### src/rtl/pwm_pkg.sv
// Shared types and helpers for the multi-channel PWM timer.
// MAX_W bounds the magnitude width any instance may use.
package pwm_pkg;

    typedef enum logic [1:0] {
        ST_IDLE,
        ST_RUN,
        ST_DEAD
    } ch_state_e;

    localparam int MAX_W = 32;
    localparam logic [MAX_W:0] ONE = 1;

    // Absolute value of a sign-extended speed word, clamped to 2^w-1 so the
    // most-negative input still fits in w bits.
    function automatic logic [MAX_W:0] sat_mag(input logic [MAX_W:0] spd, input int unsigned w);
        logic [MAX_W:0] a;
        logic [MAX_W:0] lim;
        a   = spd[MAX_W] ? (~spd + ONE) : spd;
        lim = (ONE << w) - ONE;
        if (a > lim) a = lim;
        return a;
    endfunction

endpackage

### src/rtl/pwm_channel.sv
// One PWM channel: IDLE/RUN/DEAD state machine, boundary-latched duty and
// direction, reversal deadband counter and the registered duty comparator.
module pwm_channel
    import pwm_pkg::*;
#(
    parameter int WIDTH        = 8,
    parameter int DEAD_PERIODS = 2
) (
    input  logic             clk,
    input  logic             rst,
    input  logic             en,
    input  logic [WIDTH:0]   speed,
    input  logic             bnd,
    input  logic [WIDTH-1:0] cnt_nxt,
    output logic             out,
    output logic             dirp
);

    localparam int DW = (DEAD_PERIODS > 0) ? $clog2(DEAD_PERIODS + 1) : 1;
    localparam logic [DW-1:0] DEAD_INIT = DW'(DEAD_PERIODS);

    ch_state_e        state_q, state_d;
    logic [WIDTH-1:0] duty_q, duty_d;
    logic             dir_q, dir_d;
    logic [DW-1:0]    dead_q, dead_d;
    logic             out_q, out_d;

    logic [MAX_W:0]   spd_ext;
    logic [MAX_W:0]   mag_full;
    logic [WIDTH-1:0] mag;
    logic             nz;
    logic             req_fwd;

    always_comb begin
        spd_ext  = {{(MAX_W - WIDTH){speed[WIDTH]}}, speed};
        mag_full = sat_mag(spd_ext, WIDTH);
        mag      = mag_full[WIDTH-1:0];
        nz       = |mag_full;
        req_fwd  = ~speed[WIDTH];
    end

    always_comb begin
        state_d = state_q;
        duty_d  = duty_q;
        dir_d   = dir_q;
        dead_d  = dead_q;
        if (!en) begin
            state_d = ST_IDLE;
            duty_d  = '0;
        end else if (bnd) begin
            case (state_q)
                // IDLE always carries duty 0, so it follows the RUN rules
                // and never needs a deadband.
                ST_IDLE, ST_RUN: begin
                    state_d = ST_RUN;
                    if (!nz) begin
                        duty_d = '0;
                    end else if (req_fwd != dir_q) begin
                        if (duty_q == '0 || DEAD_PERIODS == 0) begin
                            dir_d  = req_fwd;
                            duty_d = mag;
                        end else begin
                            state_d = ST_DEAD;
                            dead_d  = DEAD_INIT;
                            duty_d  = '0;
                        end
                    end else begin
                        duty_d = mag;
                    end
                end
                ST_DEAD: begin
                    if (nz && req_fwd == dir_q) begin
                        state_d = ST_RUN;
                        duty_d  = mag;
                    end else if (dead_q == DW'(1)) begin
                        state_d = ST_RUN;
                        dir_d   = ~dir_q;
                        duty_d  = mag;
                    end else begin
                        dead_d = dead_q - DW'(1);
                    end
                end
                default: state_d = ST_IDLE;
            endcase
        end
        out_d = (state_d == ST_RUN) && (cnt_nxt < duty_d);
    end

    always_ff @(posedge clk or posedge rst) begin
        if (rst) begin
            state_q <= ST_IDLE;
            duty_q  <= '0;
            dir_q   <= 1'b1;
            dead_q  <= '0;
            out_q   <= 1'b0;
        end else begin
            state_q <= state_d;
            duty_q  <= duty_d;
            dir_q   <= dir_d;
            dead_q  <= dead_d;
            out_q   <= out_d;
        end
    end

    assign out  = out_q;
    assign dirp = dir_q;

endmodule

### src/rtl/pwm_multi_timer.sv
// Multi-channel PWM generator: shared prescaler and period counter feeding
// CHANNELS independent pwm_channel instances.
module pwm_multi_timer
    import pwm_pkg::*;
#(
    parameter int WIDTH        = 8,
    parameter int CHANNELS     = 4,
    parameter int PRESCALE     = 1,
    parameter int DEAD_PERIODS = 2
) (
    input  logic                          clk,
    input  logic                          rst,
    input  logic [CHANNELS-1:0]           en,
    input  logic [CHANNELS*(WIDTH+1)-1:0] speed,
    output logic [CHANNELS-1:0]           out,
    output logic [CHANNELS-1:0]           dirp,
    output logic [CHANNELS-1:0]           dirn,
    output logic                          period_start
);

    localparam int PW = (PRESCALE > 1) ? $clog2(PRESCALE) : 1;
    localparam logic [PW-1:0] PRE_LAST = PW'(PRESCALE - 1);
    localparam logic [WIDTH-1:0] CNT_LAST = '1;

    logic [PW-1:0]    pre_q, pre_d;
    logic [WIDTH-1:0] cnt_q, cnt_d;
    logic             tick;
    logic             bnd;

    always_comb begin
        tick  = (pre_q == PRE_LAST);
        pre_d = pre_q + PW'(1);
        cnt_d = cnt_q;
        if (tick) begin
            pre_d = '0;
            cnt_d = cnt_q + WIDTH'(1);
        end
        bnd = tick && (cnt_q == CNT_LAST);
    end

    always_ff @(posedge clk or posedge rst) begin
        if (rst) begin
            pre_q <= '0;
            cnt_q <= '0;
        end else begin
            pre_q <= pre_d;
            cnt_q <= cnt_d;
        end
    end

    // Decoded straight from the counter flops; gated so it stays low in reset.
    assign period_start = ~rst & (cnt_q == '0) & (pre_q == '0);

    for (genvar g = 0; g < CHANNELS; g++) begin : g_ch
        pwm_channel #(
            .WIDTH        (WIDTH),
            .DEAD_PERIODS (DEAD_PERIODS)
        ) u_ch (
            .clk     (clk),
            .rst     (rst),
            .en      (en[g]),
            .speed   (speed[g*(WIDTH+1) +: WIDTH+1]),
            .bnd     (bnd),
            .cnt_nxt (cnt_d),
            .out     (out[g]),
            .dirp    (dirp[g])
        );
    end

    assign dirn = ~dirp;

endmodule

### config.mk
export PLATFORM = sky130hd
export DESIGN_NAME = pwm_multi_timer
export DESIGN_NICKNAME = d
export VERILOG_FILES = /design/src/rtl/pwm_pkg.sv /design/src/rtl/pwm_channel.sv /design/src/rtl/pwm_multi_timer.sv
export SDC_FILE = /design/constraint.sdc
export NUM_CORES = 1
export LEC_CHECK = 0
export BUFFER_PORTS_ARGS = -buffer_cell sky130_fd_sc_hd__buf_2
export CORE_AREA = 2 2 126 128
export DETAILED_ROUTE_END_ITERATION = 8
export DIE_AREA = 0 0 128 130
export GPL_TIMING_DRIVEN = 0
export PLACE_DENSITY = 0.56
export SYNTH_ARGS = -nofsm -noshare
export SYNTH_HDL_FRONTEND = slang
export SYNTH_SLANG_ARGS = --single-unit
export TNS_END_PERCENT = 5
### constraint.sdc
create_clock -name clk -period 4.22 [get_ports clk]
set_input_delay 0.211 -clock clk [delete_from_list [all_inputs] [get_ports clk]]
set_output_delay 0.211 -clock clk [all_outputs]
set_load 0.005 [all_outputs]
=== Word-level counts from Yosys, hierarchy flattened ===
Index checks and enable logic that the tools add are counted.

* Flip-flop bits (word level): 65
* Bits of input ports: 42
* Logic and storage cells: 270

* Add/sub/neg operators: 10
* Equality and inequality tests: 53
* Bitwise operators: 17
* Order comparisons: 8
* Muxes and demuxes: 122
* Reductions and logical operators: 38

{| class="wikitable"
|+ Operator list
! cell !! count
|-
| 33-bit 2-to-1 mux || 8
|-
| 8-bit 2-to-1 mux || 29
|-
| 33-bit by 1-bit adder with 33-bit output, second input constant || 4
|-
| 33-bit by 8-bit > comparator with 1-bit output, second input constant || 4
|-
| 33-bit NOT || 4
|-
| 33-bit OR reduction || 4
|-
| 2-bit 2-to-1 mux || 48
|-
| 8-bit one-hot mux with 2 select lines || 4
|-
| 8-bit AND reduction || 8
|-
| 8-bit logical NOT || 5
|-
| 8-bit less-than comparator || 4
|-
| 2-bit by 1-bit != test with 1-bit output, second input constant || 16
|-
| 2-bit one-hot mux with 2 select lines || 8
|-
| 2-bit by 1-bit equality test with 1-bit output, second input constant || 12
|-
| 2-bit != test, second input constant || 12
|-
| 1-bit 2-to-1 mux || 21
|-
| 1-bit NOT || 10
|-
| 1-bit logical AND || 9
|-
| 8-bit by 1-bit adder with 8-bit output, second input constant || 1
|-
| 2-bit equality test, second input constant || 4
|-
| 8-bit equality test, second input constant || 1
|-
| 2-bit logical NOT || 4
|-
| 1-bit one-hot mux with 2 select lines || 4
|-
| 2-bit nonzero test || 4
|-
| other kinds (7) || 20
|}

=== Logic depth before layout (Yosys ltp) ===
Gate-level depths: netlist of run 1.

* Depth in word-level cells: 13
* Gate-level depth with buffers: 17
* Depth with buffers taken out: 17

=== By module ===
From an unflattened synthesis of run 1, not the netlist that was laid out.

* Cells, all modules: 828
* Area total of the unflattened synthesis: 6,681.4 um^2

{| class="wikitable"
|+ Modules (own cells, without submodules)
! module !! cells an instance !! times used !! area each (um^2) !! seq. area each (um^2)
|-
| pwm_channel (g_ch[0].u_ch ...) || 198 || 2 || 1,579.0 || 351.6
|-
| pwm_channel (g_ch[3].u_ch) || 201 || 1 || 1,586.5 || 351.6
|-
| pwm_channel (g_ch[2].u_ch) || 195 || 1 || 1,560.2 || 351.6
|-
| pwm_multi_timer || 36 || 1 || 376.6 || 200.2
|}

=== Worst setup path before layout of run 1 ===
No wires, ideal clock.

* Path kind: input to register
* Start: input port speed[9]
* End: register g_ch[1].u_ch.out_q
* Required time: 4.155 ns
* Stages: 17
* Library setup time: 0.065 ns
* Path slack: 0.626 ns
* Arrival time: 3.528 ns
* Path buffers: 0
* Path through: inv_1 -> ha_1 -> nor4bb_1 -> a2111oi_0 -> nor3_1 -> a2111oi_2 -> a2111oi_2 -> nor3b_1 -> o21ai_0 -> ha_1 -> a21o_1 -> a21oi_1 -> nor2_1 -> nor4b_1 -> nand3_1 -> a31oi_1 -> o211a_1

* Cells in the longest elaborated chain, start to end: 13
* Elaborated cells on any way between the ends: 23
* Those cells by class: add/sub: 1; order compare: 2; eq/ne: 1; mux: 15; bitwise: 1; reduce/logical: 3

{| class="wikitable"
|+ Ends and longest elaborated chain
! element !! line !! text
|-
| start: declaration || pwm_multi_timer.sv:14 || <nowiki>input logic [CHANNELS*(WIDTH+1)-1:0] speed,</nowiki>
|-
| 33-bit NOT || pwm_pkg.sv:19 || <nowiki>a = spd[MAX_W] ? (~spd + ONE) : spd;</nowiki>
|-
| 33-bit by 1-bit adder with 33-bit output || pwm_pkg.sv:19 ||
|-
| 33-bit 2-to-1 mux (*) || pwm_pkg.sv:19 ||
|-
| 33-bit by 8-bit > comparator with 1-bit output || pwm_pkg.sv:21 || <nowiki>if (a > lim) a = lim;</nowiki>
|-
| 33-bit 2-to-1 mux (*) || pwm_pkg.sv:21 ||
|-
| 33-bit OR reduction or 8-bit 2-to-1 mux (tied branches) || pwm_channel.sv:38, pwm_channel.sv:59 ||
|-
| 1-bit logical AND or 8-bit 2-to-1 mux (tied branches) || pwm_channel.sv:72, pwm_channel.sv:58 ||
|-
| 8-bit 2-to-1 mux, or another cell as far along || pwm_channel.sv:72 || <nowiki>if (nz && req_fwd == dir_q) begin</nowiki>
|-
| 8-bit one-hot mux with 2 select lines or 2-bit one-hot mux with 2 select lines (tied branches) || pwm_channel.sv:51 || <nowiki>case (state_q)</nowiki>
|-
| 8-bit 2-to-1 mux or 2-bit 2-to-1 mux (tied branches) || pwm_channel.sv:50 || <nowiki>end else if (bnd) begin</nowiki>
|-
| 8-bit 2-to-1 mux or 2-bit 2-to-1 mux (tied branches) || pwm_channel.sv:47 || <nowiki>if (!en) begin</nowiki>
|-
| 8-bit less-than comparator or 2-bit by 1-bit equality test with 1-bit output (tied branches) || pwm_channel.sv:86 || <nowiki>out_d = (state_d == ST_RUN) && (cnt_nxt < duty_d);</nowiki>
|-
| 1-bit logical AND (*) || pwm_channel.sv:86 ||
|-
| via g_ch[1].u_ch.out_d || pwm_channel.sv:26 || <nowiki>logic out_q, out_d;</nowiki>
|-
| end signal: assignment || pwm_channel.sv:101 || <nowiki>out_q <= out_d;</nowiki>
|-
| end: declaration || pwm_channel.sv:26 ||
|}

Mark *: on every way through the listed nets, which the timed path passes. The rest lies on a longest branch.
A chain may end at the register's enable or synchronous reset.

=== Worst setup path after layout of run 1 ===
* Start: register cnt_q[0]
* End: register g_ch[1].u_ch.out_q

* Cells in the longest elaborated chain, start to end: 6
* Elaborated cells on any way between the ends: 11
* Those cells by class: add/sub: 1; order compare: 1; eq/ne: 2; mux: 5; reduce/logical: 2

{| class="wikitable"
|+ Ends and longest elaborated chain
! element !! line !! text
|-
| start: declaration || pwm_multi_timer.sv:26 || <nowiki>logic [WIDTH-1:0] cnt_q, cnt_d;</nowiki>
|-
| start signal: assignment || pwm_multi_timer.sv:47 || <nowiki>cnt_q <= cnt_d;</nowiki>
|-
| parallel branches: the longest is 5 deep, another holds 8-bit by 1-bit adder with 8-bit output || - ||
|-
| 1-bit logical AND (*) || pwm_channel.sv:86 ||
|-
| via g_ch[1].u_ch.out_d || pwm_channel.sv:26 ||
|}

Mark *: on every way through the listed nets, which the timed path passes.

==> out/results.ini, run 1 <==
[outcome]
status=finished, final reports clean

[pwr]
p_per_area_nw_per_um2=224
totalPowerFinal_uw=1530
vdd.ir_drop.worst_mv=0.182
p_leak_uw=0.00279

[logic_synthesis]
ys_seq_elements=64
synthFlopType=dfrtp_1
synth_cells=723
yosys.cell_types.count=82
synth_nets=803
ys_seq_area_share_pct=26.8
avgSynthCellArea_sq_um=8.30
synth_warnings=0
synthArstFlopShare_pct=100
synth_edf_count=0
syn_area_sq_um=6000

[timing]
finalCritPeriodShare_pct=94.3
slew_headroom_pct=44.9
setup_viol=0
final-max-slew-violation-count=0
fmax_ghz=0.251
worst_slew_pin_slew_ps=826
period_minus_slack_ps=3980
worst_slack_ps=242
hold_viol_final=0
fin_skew_ps=10.3

[critical_path]
setup.worst_path.start_class=flip-flop
end_kind=flip-flop
worstPathMaxFanout=10
cp.arrival_ps=4240
cp_data_required_time_ps=4490
crit_type=flip-flop to flip-flop

[floorplan]
num_io_pins=55
die_y_um=130
dieArea_sq_um=16600
die_w_um=128
row_count=46
start_util_pct=38.9
core_sq_um=15400

[placed_design]
portBuffers=47
dpl-instance-area_sq_um=6480
dp_hpwl_um=12300
routabilityCongestion=0.860
place_ws_ps=-374

[detailed_routing]
dr_total_vias=5901
viasPerCell=6.04
drcViolationCount=0
drt_wl_total_um=16200
drtIter0Drc=496
dr.pass1.iters=4
final_antenna_net_count=0
wire_per_inst_um=16.6

[final_layout]
nNetsFinal=860
area_growth_pct=14.2
diodes=0
fin_area_sq_um=6850
final_common_cell=dfrtp_1
multi_input_area_sq_um=4130
regArea_sq_um=1610
drive_gt1_share_pct=15.0
fillers=1533
layout_common_cells=dfrtp_1, buf_2, nor2_1

[clock_network]
cts_tree=built
clkTransAtPathRegs_ps=60
clock-sinks=64
cts-root-buf=clkbuf_16
cts.htree.levels=3
cts_buffers=9
clock_latency_ps=330
ctsHoldBuffers=0
cts.path.max_buffers=2

[global_routing]
grt.total_usage_pct=19.7
grt_pass1_wl_um=26700
globalRouteOverflowTotal=0
first_global_vias=5532
grt_max_degree=65
antenna_found_initial=0

[flow_run]
max_cap_viol_count=0

[min_path]
hold_class=primary input to asynchronous set/reset pin

==> synthesized netlist by cell type (all sizes together) (5+ instances only) <==
cell    count  share of area (%)
a311oi      5               0.73
a31oi      11                1.3
nor2       47                2.9
and3        8               0.83
ha         38                7.9
and2       12                1.3
mux2i      15                2.5
o221a       6                1.1
o211ai      8                1.1
a21oi      39                3.3
a21o       11                1.4
o21a       14                1.8
or3        10                1.1
inv        41                2.6
dfrtp      60                 25
nor4       16                1.7
nor3       21                1.8
nand2      37                2.3
nand2b     15                1.6
nand4      10                1.0
o221ai      7                1.0
o311ai     10                1.5
xor2       10                1.5
nor2b      20                2.1
nor3b       9                1.1
or2        10                1.1
a221oi     10                1.5
a211oi     15                1.9
buf        13                1.3
xnor2      11                1.6
o21ai      42                3.5
clkbuf     31                1.9
nand3      21                1.8
==> logic make-up (layout without fill, tap and decap cells) <==
family | after synthesis | count (layout) | synth area share (%)
flops | 64 | 64 | 26.8
mux | 18 | 18 | 3.06
buf+inv | 85 | 147 | 5.84
xor+xnor | 21 | 21 | 3.06
compound gates | 239 | 239 | 29.5
fa+ha+maj | 38 | 38 | 7.92
simple gates | 258 | 258 | 23.8
==> state kept, by name (all words and copies together), names as in the netlist <==
name / flops
g_ch.u_ch.state_q: 8
g_ch.u_ch.out: 4
cnt_q: 8
g_ch.u_ch.dirp: 4
g_ch.u_ch.duty_q: 32
g_ch.u_ch.dead_q: 8
==> layout make-up <==
class / count / area share [%]
buffer: 43 / 2.89
clock buffer: 12 / 3.74
clock inverter: 4 / 0.420
inverter: 41 / 2.28
multi-input combinational: 574 / 60.3
sequential: 64 / 23.5
tap: 192 / 3.51
timing repair buffer: 47 / 3.43
==> repair_timing <==
item / 4_1_cts / 5_1_grt
gates resized for setup: 8 / 13
gates cloned: 0 / 0
setup endpoints to repair: 3 / 3
buffers inserted: 0 / 0
==> worst max-delay path, stage by stage, from the launching register on <==
cell and delay [ps]:
dfrtp_2 470, ha_1 260, nand2_1 110, or3b_4 210, buf_2 300, buf_2 320
clkbuf_1 510, nor3_1 160, o21ai_0 260, ha_1 270, nand4_1 90, or2_2 140
nor2_1 40, nor4b_1 280, nand3_1 140, a31oi_1 170, o211a_1 170
==> through the flow <==
| stage | util (%) | hold slack (ps) | setup TNS (ps) | instances |
|---|---|---|---|---|
| after floorplan | - | 362 | 0 | 723 |
| after global placement | 42.0 | 465 | -603 | 962 |
| after detailed placement | 42.0 | 469 | -797 | 962 |
| after CTS | 44.0 | 103 | 0 | 978 |
| after global routing | 44.4 | 138 | -15.8 | 977 |
| final | 44.4 | 59.6 | 0 | 977 |
==> power by group <==
group          total, uW  switching, uW  internal, uW
Sequential           614      0.0000164           614
Clock                713            283           430
Combinational        205            133          71.5
==> final timing paths <==
kind                                               startpoint                                 end  slack (ps)  cells past startpoint
max reg2reg                                cnt_q[0]$_DFF_PP0_          g_ch[1].u_ch.out$_DFF_PP0_         240                     16
min reg2reg                g_ch[2].u_ch.dead_q[1]$_DFFE_PP0P_  g_ch[2].u_ch.dead_q[1]$_DFFE_PP0P_         500                      1
max in group asynchronous                                 rst                  cnt_q[0]$_DFF_PP0_        3570                      2
max                                        cnt_q[0]$_DFF_PP0_          g_ch[1].u_ch.out$_DFF_PP0_         240                     16
min in group clk                                        en[3]    g_ch[3].u_ch.duty_q[0]$_DFF_PP0_         190                      3
min                                                       rst   g_ch[0].u_ch.state_q[0]$_DFF_PP0_          60                      2
==> metal layers <==
layer / up-vias / GRT usage, % / share of wire, %
met1: 2856 / 25.8 / 47
met3: 19 / 2.67 / 3.4
met4: 0 / 6.53 / 1.4
met5: - / 0 / 0
li1: 2888 / - / -
met2: 138 / 33.9 / 48
(Power assumes the default switching activity.)
==> inputs of run 2 (changes only) <==
Settings changed: PLACE_DENSITY 0.56 to 0.63.
==> run 2 against run 1 <==
  * Core utilization up 0.16 points
  * Register-to-register slack got worse by 60 ps
  * Non-clock buffer count is 1 higher
  * Setup slack worse by 59 ps
  * Sequential share of layout area is 0.085 points lower
  * Global-route usage down 0.86 points
  * Maximum frequency down 1.5%
  * First-iteration DRC count shrank 2.6%
  * Clock skew decreased by 2.8 ps
  * Sequential cell count stayed put
  * Die area unchanged
==> out/results.ini, run 2 (synthesis results as in run 1) <==
[timing]
setup_viol=0  ; unchanged
holdWs_ps=61.3  ; +1.61 ps
worst_slack_ps=184  ; -58.7 ps
period_minus_slack_ps=4040  ; +58.7 ps
slew_headroom_pct=44.3  ; -0.65 points
finalCritPeriodShare_pct=95.6  ; +1.4 points
fmax_ghz=0.248  ; -1.5%
fin_skew_ps=7.46  ; -2.82 ps
rsz0062_at_grt=no
worst_slew_pin_slew_ps=836  ; +9.75 ps
fin_tns_setup_ps=0  ; unchanged
hold_viol_final=0  ; unchanged
final-max-slew-violation-count=0  ; unchanged

[floorplan]
num_io_pins=55  ; unchanged
start_util_pct=38.9  ; unchanged
core_sq_um=15400  ; unchanged
die_y_um=130  ; unchanged
die_w_um=128  ; unchanged
row_count=46  ; unchanged
dieArea_sq_um=16600  ; unchanged

[critical_path]
end_kind=flip-flop
r2r_start=cnt_q[0]$_DFF_PP0_
cp_slowest_stage_delay_ps=520  ; about the same
crit_family=compound AO/OA/AOI/OAI gates
reg2reg_depth=12  ; -4
critPathBufInv=2  ; -1
cp-startpoint=cnt_q[0]$_DFF_PP0_
r2r_setup_slack_ps=180  ; -60 ps
worstPathMaxFanout=10  ; unchanged
worstSetupEndpoint=g_ch[2].u_ch.out$_DFF_PP0_
cp.arrival_ps=4250  ; about the same
slowest_stage=clkbuf_1
cp_cell_sequence=ha_1, nand2_1, nor3b_1, clkbuf_2, clkbuf_1, o21ai_0, o221ai_1, ha_1, a21o_1, a21o_1, a221oi_1, nor4bb_1
cp_data_required_time_ps=4430  ; -60 ps
setup.worst_path.start_class=flip-flop
path_depth=12  ; -4
crit_type=flip-flop to flip-flop
rr_endpoint=g_ch[2].u_ch.out$_DFF_PP0_

[global_routing]
grt_max_degree=65  ; unchanged
grt_pass1_wl_um=25600  ; -4.2%
first_global_vias=5246  ; -5.2%
grt.total_usage_pct=18.9  ; -0.86 points
globalRouteOverflowTotal=0  ; unchanged
antenna_found_initial=0  ; unchanged

[flow_run]
max_cap_viol_count=0  ; unchanged

[clock_network]
cts_tree=built
ctsHoldBuffers=0  ; unchanged
cts_buffers=9  ; unchanged
clock-sinks=64  ; unchanged
cts.path.max_buffers=2  ; unchanged
cts.htree.levels=3  ; unchanged
cts-root-buf=clkbuf_16
clkTransAtPathRegs_ps=60  ; about the same
clock_latency_ps=340  ; about the same

[min_path]
hold_class=primary input to asynchronous set/reset pin

[placed_design]
dp_hpwl_um=11400  ; -7.2%
place_inst=962  ; unchanged
place_ws_ps=-329  ; +45.4 ps
portBuffers=47  ; unchanged
routabilityCongestion=0.881  ; +2.5%

[outcome]
status=finished, final reports clean

[final_layout]
layout.cells.non_filler=978  ; +0.10%
diodes=0  ; unchanged
largest_register=g_ch.u_ch.duty_q
nNetsFinal=861  ; +0.12%
final_common_cell=dfrtp_1
drive_gt1_share_pct=14.6  ; -0.40 points
layout_common_cells=dfrtp_1, buf_2, nor2_1
area_growth_pct=14.6
largest_reg_flops=32  ; unchanged

[pwr]
p_leak_uw=0.00282  ; +0.98%
vdd.ir_drop.worst_mv=0.178  ; -2.1%
p_per_area_nw_per_um2=242  ; +8.4%

[detailed_routing]
dr.pass1.iters=5  ; +1
drcViolationCount=0  ; unchanged
viasPerCell=5.96  ; -1.4%
dr_total_vias=5825  ; -1.3%
drtIter0Drc=483  ; -2.6%
drt_wl_total_um=15500  ; -4.7%
final_antenna_net_count=0  ; unchanged
wire_per_inst_um=15.8  ; -4.8%

[run 2: cell count changes in the layout (fill, tap and decap cells not counted), sizes merged]
cell and delta:
clkinv -2, clkbuf +1, bufinv +2
[run 2: final cells by class]
class,instances,area [sq um]
Buffer,44,201
Clock buffer,12,267
Clock inverter,4,75.1
Fill cell,1545,8550
Inverter,41,156
Multi-Input combinational cell,574,4090
Sequential cell,64,1610
Tap cell,192,240
Timing Repair Buffer,47,235
[run 2: worst min-delay path by stage]
| stage | start | endpoint | depth (start not counted) |
|---|---|---|---|
| floorplan | en[3] | g_ch[3].u_ch.duty_q[0]$_DFF_PP0_ | 2 |
| global placement | g_ch[2].u_ch.dead_q[1]$_DFFE_PP0P_ | g_ch[2].u_ch.dead_q[1]$_DFFE_PP0P_ | 1 |
| detailed placement | rst | g_ch[1].u_ch.out$_DFF_PP0_ | 2 |
| CTS | rst | g_ch[1].u_ch.out$_DFF_PP0_ | 2 |
| global route | rst | g_ch[1].u_ch.duty_q[2]$_DFF_PP0_ | 2 |
| finish | rst | g_ch[1].u_ch.duty_q[2]$_DFF_PP0_ | 2 |
[run 2: where the power goes]
group / internal (uW) / switching, uW
Sequential: 614 / 0.0000133
Combinational: 70.9 / 129
Clock: 566 / 286
Total: 1250 / 415
[run 2: timing repair]
action / CTS / global route
resized for setup: 6 / 10
hold endpoints to repair: 0 / 0
setup buffers: 0 / 0
endpoints found under the setup margin: 3 / 3
[run 2: stage by stage]
stage	power, uW	utilization (%)	cell area (sq um)
6_report	1670	44.6	6880
5_1_grt	1730	44.6	6880
4_1_cts	1680	44.3	6830
3_5_place_dp	821	42.0	6480
3_3_place_gp	819	42.0	6480
2_1_floorplan	756	-	6000
[run 2: worst reg2reg max path: stages, from the launching register on]
cell,delay [ps]
dfrtp_2,460
ha_1,250
nand2_1,110
nor3b_1,330
clkbuf_2,380
clkbuf_1,520
o21ai_0,320
o221ai_1,280
ha_1,280
a21o_1,160
a21o_1,170
a221oi_1,300
nor4bb_1,370
[run 2: per-layer routing]
layer | vias up | wire, um | track usage, %
li1 | 2898 | - | -
met1 | 2745 | 7610 | 27.5
met2 | 161 | 6990 | 29.8
met3 | 21 | 632 | 2.05
met4 | 0 | 230 | 5.62
met5 | - | 0 | 0
